$ cat src/rtl/mem_req_arbiter_if.sv
// Upstream inst/data request ports and the shared downstream memory port of mem_req_arbiter.
// The arbiter uses the slave view; whatever drives requests and models memory uses master.
interface mem_req_arbiter_if;
    logic        inst_req;
    logic        inst_wr;
    logic [1:0]  inst_size;
    logic [31:0] inst_addr;
    logic [3:0]  inst_wstrb;
    logic [31:0] inst_wdata;
    logic        inst_addr_ok;
    logic        inst_data_ok;
    logic [31:0] inst_rdata;

    logic        data_req;
    logic        data_wr;
    logic [1:0]  data_size;
    logic [31:0] data_addr;
    logic [3:0]  data_wstrb;
    logic [31:0] data_wdata;
    logic        data_addr_ok;
    logic        data_data_ok;
    logic [31:0] data_rdata;

    logic        mem_req;
    logic        mem_wr;
    logic [1:0]  mem_size;
    logic [31:0] mem_addr;
    logic [3:0]  mem_wstrb;
    logic [31:0] mem_wdata;
    logic        mem_addr_ok;
    logic        mem_data_ok;
    logic [31:0] mem_rdata;

    logic        busy;

    modport slave (
        input  inst_req, inst_wr, inst_size, inst_addr, inst_wstrb, inst_wdata,
        output inst_addr_ok, inst_data_ok, inst_rdata,
        input  data_req, data_wr, data_size, data_addr, data_wstrb, data_wdata,
        output data_addr_ok, data_data_ok, data_rdata,
        output mem_req, mem_wr, mem_size, mem_addr, mem_wstrb, mem_wdata,
        input  mem_addr_ok, mem_data_ok, mem_rdata,
        output busy
    );

    modport master (
        output inst_req, inst_wr, inst_size, inst_addr, inst_wstrb, inst_wdata,
        input  inst_addr_ok, inst_data_ok, inst_rdata,
        output data_req, data_wr, data_size, data_addr, data_wstrb, data_wdata,
        input  data_addr_ok, data_data_ok, data_rdata,
        input  mem_req, mem_wr, mem_size, mem_addr, mem_wstrb, mem_wdata,
        output mem_addr_ok, mem_data_ok, mem_rdata,
        input  busy
    );
endinterface

$ cat src/rtl/mem_req_arbiter.sv
// Shares one SRAM-like memory port between instruction fetch and data access, one transaction
// at a time; data has fixed priority, bounded by a streak counter so fetch cannot starve.
module mem_req_arbiter #(
    parameter int STARVE_LIMIT = 4
) (
    input  logic              clk,
    input  logic              resetn,
    mem_req_arbiter_if.slave  bus
);
    typedef enum logic [1:0] {IDLE, REQ, RESP} state_t;

    state_t      state_reg, state_next;
    logic        owner_reg;          // 1 = data owns the in-flight transaction
    logic [3:0]  streak_reg;
    logic        wr_reg;
    logic [1:0]  size_reg;
    logic [31:0] addr_reg;
    logic [3:0]  wstrb_reg;
    logic [31:0] wdata_reg;

    logic        limit_hit;
    logic        grant_data;
    logic        grant_inst;
    logic        resp_fire;

    // Grants are gated by resetn so no addr_ok is reported for a cycle that reset discards.
    always_comb begin
        limit_hit  = bus.inst_req && (streak_reg == 4'(STARVE_LIMIT));
        grant_data = resetn && (state_reg == IDLE) && bus.data_req && !limit_hit;
        grant_inst = resetn && (state_reg == IDLE) && bus.inst_req && !grant_data;
        resp_fire  = (state_reg == RESP) && bus.mem_data_ok;
    end

    always_ff @(posedge clk) begin
        if (!resetn) begin
            state_reg  <= IDLE;
            owner_reg  <= 1'b0;
            streak_reg <= 4'd0;
            wr_reg     <= 1'b0;
            size_reg   <= 2'd0;
            addr_reg   <= 32'd0;
            wstrb_reg  <= 4'd0;
            wdata_reg  <= 32'd0;
        end else begin
            state_reg <= state_next;
            if (grant_data) begin
                owner_reg <= 1'b1;
                wr_reg    <= bus.data_wr;
                size_reg  <= bus.data_size;
                addr_reg  <= bus.data_addr;
                wstrb_reg <= bus.data_wstrb;
                wdata_reg <= bus.data_wdata;
                if (!bus.inst_req) begin
                    streak_reg <= 4'd0;
                end else if (streak_reg != 4'hF) begin
                    streak_reg <= streak_reg + 4'd1;
                end
            end else if (grant_inst) begin
                owner_reg  <= 1'b0;
                wr_reg     <= bus.inst_wr;
                size_reg   <= bus.inst_size;
                addr_reg   <= bus.inst_addr;
                wstrb_reg  <= bus.inst_wstrb;
                wdata_reg  <= bus.inst_wdata;
                streak_reg <= 4'd0;
            end
        end
    end

    always_comb begin
        state_next = state_reg;
        case (state_reg)
            IDLE:    if (grant_data || grant_inst) state_next = REQ;
            REQ:     if (bus.mem_addr_ok) state_next = RESP;
            RESP:    if (bus.mem_data_ok) state_next = IDLE;
            default: state_next = IDLE;
        endcase
    end

    always_comb begin
        bus.inst_addr_ok = grant_inst;
        bus.data_addr_ok = grant_data;
        bus.inst_data_ok = resp_fire && !owner_reg;
        bus.data_data_ok = resp_fire && owner_reg;
        bus.inst_rdata   = ((state_reg == RESP) && !owner_reg) ? bus.mem_rdata : 32'd0;
        bus.data_rdata   = ((state_reg == RESP) && owner_reg)  ? bus.mem_rdata : 32'd0;
        bus.mem_req      = (state_reg == REQ);
        bus.mem_wr       = wr_reg;
        bus.mem_size     = size_reg;
        bus.mem_addr     = addr_reg;
        bus.mem_wstrb    = wstrb_reg;
        bus.mem_wdata    = wdata_reg;
        bus.busy         = (state_reg != IDLE);
    end
endmodule

$ cat src/flat_wrapper.sv
// flat-port wrapper written by rule: the top's interface ports become plain ports
module mem_req_arbiter_flat 
#(
    parameter int STARVE_LIMIT = 4
)
  (clk, resetn, bus_inst_req, bus_inst_wr, bus_inst_size, bus_inst_addr, bus_inst_wstrb, bus_inst_wdata, bus_inst_addr_ok, bus_inst_data_ok, bus_inst_rdata, bus_data_req, bus_data_wr, bus_data_size, bus_data_addr, bus_data_wstrb, bus_data_wdata, bus_data_addr_ok, bus_data_data_ok, bus_data_rdata, bus_mem_req, bus_mem_wr, bus_mem_size, bus_mem_addr, bus_mem_wstrb, bus_mem_wdata, bus_mem_addr_ok, bus_mem_data_ok, bus_mem_rdata, bus_busy);
  mem_req_arbiter_if bus_i ();
  input  logic clk;
  input  logic resetn;
  input wire logic [$bits(bus_i.inst_req)-1:0] bus_inst_req;
  input wire logic [$bits(bus_i.inst_wr)-1:0] bus_inst_wr;
  input wire logic [$bits(bus_i.inst_size)-1:0] bus_inst_size;
  input wire logic [$bits(bus_i.inst_addr)-1:0] bus_inst_addr;
  input wire logic [$bits(bus_i.inst_wstrb)-1:0] bus_inst_wstrb;
  input wire logic [$bits(bus_i.inst_wdata)-1:0] bus_inst_wdata;
  output wire logic [$bits(bus_i.inst_addr_ok)-1:0] bus_inst_addr_ok;
  output wire logic [$bits(bus_i.inst_data_ok)-1:0] bus_inst_data_ok;
  output wire logic [$bits(bus_i.inst_rdata)-1:0] bus_inst_rdata;
  input wire logic [$bits(bus_i.data_req)-1:0] bus_data_req;
  input wire logic [$bits(bus_i.data_wr)-1:0] bus_data_wr;
  input wire logic [$bits(bus_i.data_size)-1:0] bus_data_size;
  input wire logic [$bits(bus_i.data_addr)-1:0] bus_data_addr;
  input wire logic [$bits(bus_i.data_wstrb)-1:0] bus_data_wstrb;
  input wire logic [$bits(bus_i.data_wdata)-1:0] bus_data_wdata;
  output wire logic [$bits(bus_i.data_addr_ok)-1:0] bus_data_addr_ok;
  output wire logic [$bits(bus_i.data_data_ok)-1:0] bus_data_data_ok;
  output wire logic [$bits(bus_i.data_rdata)-1:0] bus_data_rdata;
  output wire logic [$bits(bus_i.mem_req)-1:0] bus_mem_req;
  output wire logic [$bits(bus_i.mem_wr)-1:0] bus_mem_wr;
  output wire logic [$bits(bus_i.mem_size)-1:0] bus_mem_size;
  output wire logic [$bits(bus_i.mem_addr)-1:0] bus_mem_addr;
  output wire logic [$bits(bus_i.mem_wstrb)-1:0] bus_mem_wstrb;
  output wire logic [$bits(bus_i.mem_wdata)-1:0] bus_mem_wdata;
  input wire logic [$bits(bus_i.mem_addr_ok)-1:0] bus_mem_addr_ok;
  input wire logic [$bits(bus_i.mem_data_ok)-1:0] bus_mem_data_ok;
  input wire logic [$bits(bus_i.mem_rdata)-1:0] bus_mem_rdata;
  output wire logic [$bits(bus_i.busy)-1:0] bus_busy;
  assign bus_i.inst_req = bus_inst_req;
  assign bus_i.inst_wr = bus_inst_wr;
  assign bus_i.inst_size = bus_inst_size;
  assign bus_i.inst_addr = bus_inst_addr;
  assign bus_i.inst_wstrb = bus_inst_wstrb;
  assign bus_i.inst_wdata = bus_inst_wdata;
  assign bus_inst_addr_ok = bus_i.inst_addr_ok;
  assign bus_inst_data_ok = bus_i.inst_data_ok;
  assign bus_inst_rdata = bus_i.inst_rdata;
  assign bus_i.data_req = bus_data_req;
  assign bus_i.data_wr = bus_data_wr;
  assign bus_i.data_size = bus_data_size;
  assign bus_i.data_addr = bus_data_addr;
  assign bus_i.data_wstrb = bus_data_wstrb;
  assign bus_i.data_wdata = bus_data_wdata;
  assign bus_data_addr_ok = bus_i.data_addr_ok;
  assign bus_data_data_ok = bus_i.data_data_ok;
  assign bus_data_rdata = bus_i.data_rdata;
  assign bus_mem_req = bus_i.mem_req;
  assign bus_mem_wr = bus_i.mem_wr;
  assign bus_mem_size = bus_i.mem_size;
  assign bus_mem_addr = bus_i.mem_addr;
  assign bus_mem_wstrb = bus_i.mem_wstrb;
  assign bus_mem_wdata = bus_i.mem_wdata;
  assign bus_i.mem_addr_ok = bus_mem_addr_ok;
  assign bus_i.mem_data_ok = bus_mem_data_ok;
  assign bus_i.mem_rdata = bus_mem_rdata;
  assign bus_busy = bus_i.busy;
  mem_req_arbiter #(.STARVE_LIMIT(STARVE_LIMIT)) u_core (.clk(clk), .resetn(resetn), .bus(bus_i));
endmodule
$ cat config.mk
export PLATFORM = sky130hd
export DESIGN_NAME = mem_req_arbiter_flat
export DESIGN_NICKNAME = d
export VERILOG_FILES = /design/src/rtl/mem_req_arbiter_if.sv /design/src/rtl/mem_req_arbiter.sv /design/src/flat_wrapper.sv
export SDC_FILE = /design/constraint.sdc
export NUM_CORES = 1
export LEC_CHECK = 0
export BUFFER_PORTS_ARGS = -buffer_cell sky130_fd_sc_hd__buf_2
export CORE_AREA = 2 2 126 128
export CTS_CLUSTER_SIZE = 40
export DETAILED_ROUTE_END_ITERATION = 7
export DIE_AREA = 0 0 128 130
export PLACE_DENSITY = 0.61
export SLEW_MARGIN = 0
export SYNTH_ARGS = -nofsm -noshare
export SYNTH_HDL_FRONTEND = slang
export SYNTH_SLANG_ARGS = --single-unit
$ cat constraint.sdc
create_clock -name clk -period 1.6 [get_ports clk]
set_clock_uncertainty 0.15 [all_clocks]
set_input_delay 0.16 -clock clk [delete_from_list [all_inputs] [get_ports clk]]
set_output_delay 0.16 -clock clk [all_outputs]
set_load 0.005 [all_outputs]
[Yosys cells after proc, flatten, opt, wreduce, memory -nomap -nowiden]
Index checks and enable logic that the tools add are counted.
Cells by class
  $add $sub $neg: 1
  eq/ne operators: 8
  mux-type cells: 22
  reduce and logical (&&, ||, !) cells: 20
Operators with widths (count)
  2-to-1 mux 32 bit: 6
  2-to-1 mux 4 bit: 6
  logical AND 1 bit: 11
  2-to-1 mux 2 bit: 5
  case mux 2 bit (3 select lines): 1
  adder 4 x 1 -> 4 bit, second input constant: 1
  == test 4 x 3 -> 1 bit, second input constant: 1
  2-to-1 mux 1 bit: 4
  != test 2 bit, second input constant: 2
  != test 4 bit, second input constant: 1
  nonzero test 2 bit: 2
  logical NOT 1 bit: 3
  != test 3 bit, second input constant: 1
  AND reduction 3 bit: 1
  == test 2 x 1 -> 1 bit, second input constant: 1
  == test 2 bit, second input constant: 1
  logical NOT 2 bit: 1
  != test 2 x 1 -> 1 bit, second input constant: 1
  AND reduction 2 bit: 1
  logical OR 1 bit: 1
Word-level totals
  bits in registers: 78
  input bits: 180
  word-level logic and storage cells: 59

[Depth between registers and ports, before layout]
  word-level depth: 9
  mapped depth: 7
  depth with buffers taken out: 7

[Worst setup path after synthesis]
Ideal clock, no wire load.
  kind: reg2reg
  start point: reg u_core.streak_reg[0]
  end point: reg u_core.addr_reg[10] (netlist: u_core.bus.mem_addr[10])
  setup time: 0.125 ns
  arrival: 1.340 ns
  data required time: 1.325 ns
  slack: -0.015 ns
  stages on the path, launching flop included: 8
  path buffers: 1
  period minus slack after synthesis: 1.615 ns
  cells stage by stage: dfxtp_1 > inv_1 > ha_1 > nand4b_1 > nand3_2 > buf_2 > o221ai_1 > a21oi_1
On the way
  longest elaborated chain between the ends: 7
  elaborated cells between the ends (all ways): 8
  those cells by class: 1 x eq/ne; 1 x mux; 6 x reduce/logical
RTL lines
  start, declared: RTL line mem_req_arbiter.sv:14  | logic [3:0] streak_reg;
  start signal, assigned: RTL line mem_req_arbiter.sv:56  | streak_reg <= streak_reg + 4'd1;
  == test 4 x 3 -> 1 bit *: RTL line mem_req_arbiter.sv:28  | limit_hit = bus.inst_req && (streak_reg == 4'(STARVE_LIMIT));
  logical AND 1 bit *: RTL line mem_req_arbiter.sv:28
  logical NOT 1 bit *: RTL line mem_req_arbiter.sv:29  | grant_data = resetn && (state_reg == IDLE) && bus.data_req && !limit_hit;
  logical AND 1 bit *: RTL line mem_req_arbiter.sv:29
  logical NOT 1 bit: RTL line mem_req_arbiter.sv:30  | grant_inst = resetn && (state_reg == IDLE) && bus.inst_req && !grant_data;
  logical AND 1 bit: RTL line mem_req_arbiter.sv:30
  nonzero test 2 bit (no line)
  end signal, assigned: RTL line mem_req_arbiter.sv:50  | addr_reg <= bus.data_addr;
  end signal, assigned: RTL line mem_req_arbiter.sv:62  | addr_reg <= bus.inst_addr;
  end, declared: RTL line mem_req_arbiter.sv:17  | logic [31:0] addr_reg;
Every way passes the cells marked *; elsewhere a longest branch is shown, timed or not.
A chain may end at the register's enable or synchronous reset.

[Final worst setup path]
  start point: reg u_core.state_reg[1]
  end point: out bus_data_rdata[28]
On the way
  longest elaborated chain between the ends: 3
RTL lines
  start, declared: RTL line mem_req_arbiter.sv:12  | state_t state_reg, state_next;
  start signal, assigned: RTL line mem_req_arbiter.sv:45  | state_reg <= state_next;
  == test 2 bit: RTL line mem_req_arbiter.sv:86  | bus.data_rdata = ((state_reg == RESP) && owner_reg) ? bus.mem_rdata : 32'd0;
  logical AND 1 bit: RTL line mem_req_arbiter.sv:86
  2-to-1 mux 32 bit: RTL line mem_req_arbiter.sv:86
  end, declared: RTL line flat_wrapper.sv:27  | output wire logic [$bits(bus_i.data_rdata)-1:0] bus_data_rdata;
No other way between the ends.

==> flow_summary.toml <==
[critical_path]
crit_path_max_fanout = 8
required_ns = 1.29
path_class = "flop to primary output"
start_kind = "flop"
endpoint_kind = "primary output"
cp.arrival_ns = 1.56

[route]
drc = 0
finalWirelength_um = 21700
ant_nets = 0
post_drt_wl_per_cell_um = 18.9
via_count = 5516
avgViaCountPerCell = 4.80
drtIter0Drc = 273
dr.pass1.iters = 4

[floorplan]
die_x_um = 128
initial_core_util_pct = 24.0
die_height_um = 130
io_pins = 321
core_um2 = 15400
row_count = 46
die-area_um2 = 16600

[yosys]
ys_top_cells_by_area = "dfxtp_1, o221ai_1, and2_1, a21oi_1, inv_1"
syn_area_um2 = 3700
async_flop_share_pct = 0
ys_top_cells_by_count = "dfxtp_1, inv_1, a21oi_1, o221ai_1, and2_1"
syn_area_per_cell_um2 = 8.41
synth_edf_count = 0
ys_seq_area_share_pct = 42.2
ys_seq_elements = 78
synthCells = 440
yosysWarnings = 0
synth.distinct_cells = 30
synth_top_area_share_pct = 42.2
yosys.area.top_type = "dfxtp_1"
synthesis.nets = 622
synthFlopType = "dfxtp_1"
yosysMostFrequentCell = "dfxtp_1"

[clock_network]
clkLatencyLatePin_ns = 0.34
cts.clk_slew.worst_paths_ns = 0.06
cts_buffers = 9
clock_path_buffers = 2
cts_tree = "yes"
cts-root-buf = "clkbuf_16"
htree_levels = 3
numClockSinks = 78

[sta]
relSlewSlack_pct = 73.9
finalCritPeriodShare_pct = 117
worst_slew_pin_slew_ns = 0.391
rsz0062_at_grt = "true"
period_minus_slack_ns = 1.87
finalHoldViolations = 0
setup_viol = 144
fin_ws_ns = -0.265
slew_violations = 0
max_freq_mhz = 536

[outcome]
outcome = "finished with violations"
failed_checks = "negative setup slack"

[cells_and_area]
finalNetCount = 1133
area_growth_pct = 158
fin_util_pct = 61.9
drive_above_1_share_pct = 60.9
diodes = 0

[power]
pwr-share-comb_pct = 32.8
p_switching_uw = 1950
seq_power_share_pct = 35.1
power.internal_uw = 4610
vdd_ir_drop_max_uv = 646
swShare_pct = 29.7
power_uw = 6560
powerDensity_nw_per_um2 = 687
power.static_leakage_uw = 0.00455
clkPwrFrac_pct = 32.1

[job]
maxCapViolations = 0

[placed_design]
dpl.hpwl_um = 10400
place_congestion = 0.760
io_buffers = 320
dp_slack_ns = -0.0974

[grt]
antenna_found_initial = 0
track_usage_pct = 22.5
grt_overflow = 0
grt_pass1_wl_um = 29100
grt_pass1_vias = 5669
grt_max_degree = 46

[hold_path]
min_path_type = "input port to flop"
cell families (layout without fill, tap and decap cells):
logic type / count (synthesis) / after routing / share of synthesized area [%]
compound gates: 153 / 153 / 28.8
fa+ha+maj: 2 / 2 / 0.676
buf+inv: 116 / 632 / 13.1
flops: 78 / 78 / 42.2
simple gates: 91 / 91 / 15.3
final timing paths:
check / start / to / slack, ns / cells after the start
worst max register to register: u_core.streak_reg[1]$_SDFFE_PN0P_ / u_core.bus.mem_wdata[22]$_SDFFE_PN0P_ / -0.26 / 10
worst max-delay path: u_core.state_reg[1]$_SDFFE_PN0P_ / bus_data_rdata[28] / -0.27 / 7
worst min register to register: u_core.bus.mem_addr[17]$_SDFFE_PN0P_ / u_core.bus.mem_addr[17]$_SDFFE_PN0P_ / 0.37 / 2
worst min-delay path: bus_data_addr[28] / u_core.bus.mem_addr[28]$_SDFFE_PN0P_ / 0.001 / 3
through the flow:
| step | hold slack (ns) | cell area [um2] | instances | TNS (ns) |
|---|---|---|---|---|
| after global placement | 0.244 | 5740 | 945 | -3.69 |
| final | 0.00133 | 9550 | 1148 | -27.85 |
| after CTS | 0.00163 | 8820 | 1143 | -26.48 |
| after floorplan | 0.139 | 3700 | 440 | -0.153 |
| after detailed placement | 0.247 | 5740 | 945 | -5.40 |
| after global routing | 0.00805 | 9550 | 1148 | -35.68 |
metal layers:
layer / vias up / track usage, % / routed length, um
li1: 2586 / - / -
met3: 58 / 5.00 / 1410
met1: 2597 / 24.4 / 8150
met5: - / 0 / 0
met4: 0 / 8.92 / 755
met2: 275 / 42.7 / 11400
layout by cell type (no fill, tap or decap), types with 2 or more instances in the layout:
master         instances
nand2_1                5
a32o_1                 2
dfxtp_2                4
clkinvlp_4             2
a21oi_2               27
and2_1                24
buf_2                277
nand4_1                3
buf_16                 7
nor2_4                 2
buf_6                 60
dlygate4sd3_1        134
o221ai_4              21
clkbuf_16             17
inv_2                  3
buf_12                23
dfxtp_1               74
inv_1                 75
a21oi_1               44
buf_8                  3
and2_4                44
o221ai_2              50
nor2_1                 2
buf_4                 25
worst max-delay path, cell delays in order, from the launching register on:
cell	delay, ns
dfxtp_2	0.36
buf_6	0.11
nand2b_4	0.07
nor2_4	0.18
buf_6	0.14
buf_16	0.12
and2_4	0.15
buf_6	0.09
power groups by stage:
stage          registers [uW]  clock network, uW  logic (uW)
5_1_grt                  2310               2260        2270
3_3_place_gp             2270                  0        1110
6_report                 2300               2110        2150
4_1_cts                  2260               2150        1840
2_1_floorplan            2290                  0         457
3_5_place_dp             2270                  0        1110
layout make-up:
type                    instances  area (um2)
clock buffers                  11         243
clock inverters                 5        58.8
fillers                      1148        5880
inverters                      78         293
multi-input cells             246        2620
flip-flops and latches         78        1570
well taps                     192         240
repair buffers                538        4520
timing repair:
item                       in CTS  in global routing
setup endpoints to repair     141                145
hold endpoints to repair       73                  0
setup buffers                  32                 15
pin swaps                      23                 45
gates resized for setup       147                141
hold buffers                  134                  0
gates cloned                   16                  8
Note: power is estimated with default switching activity, not from simulation.
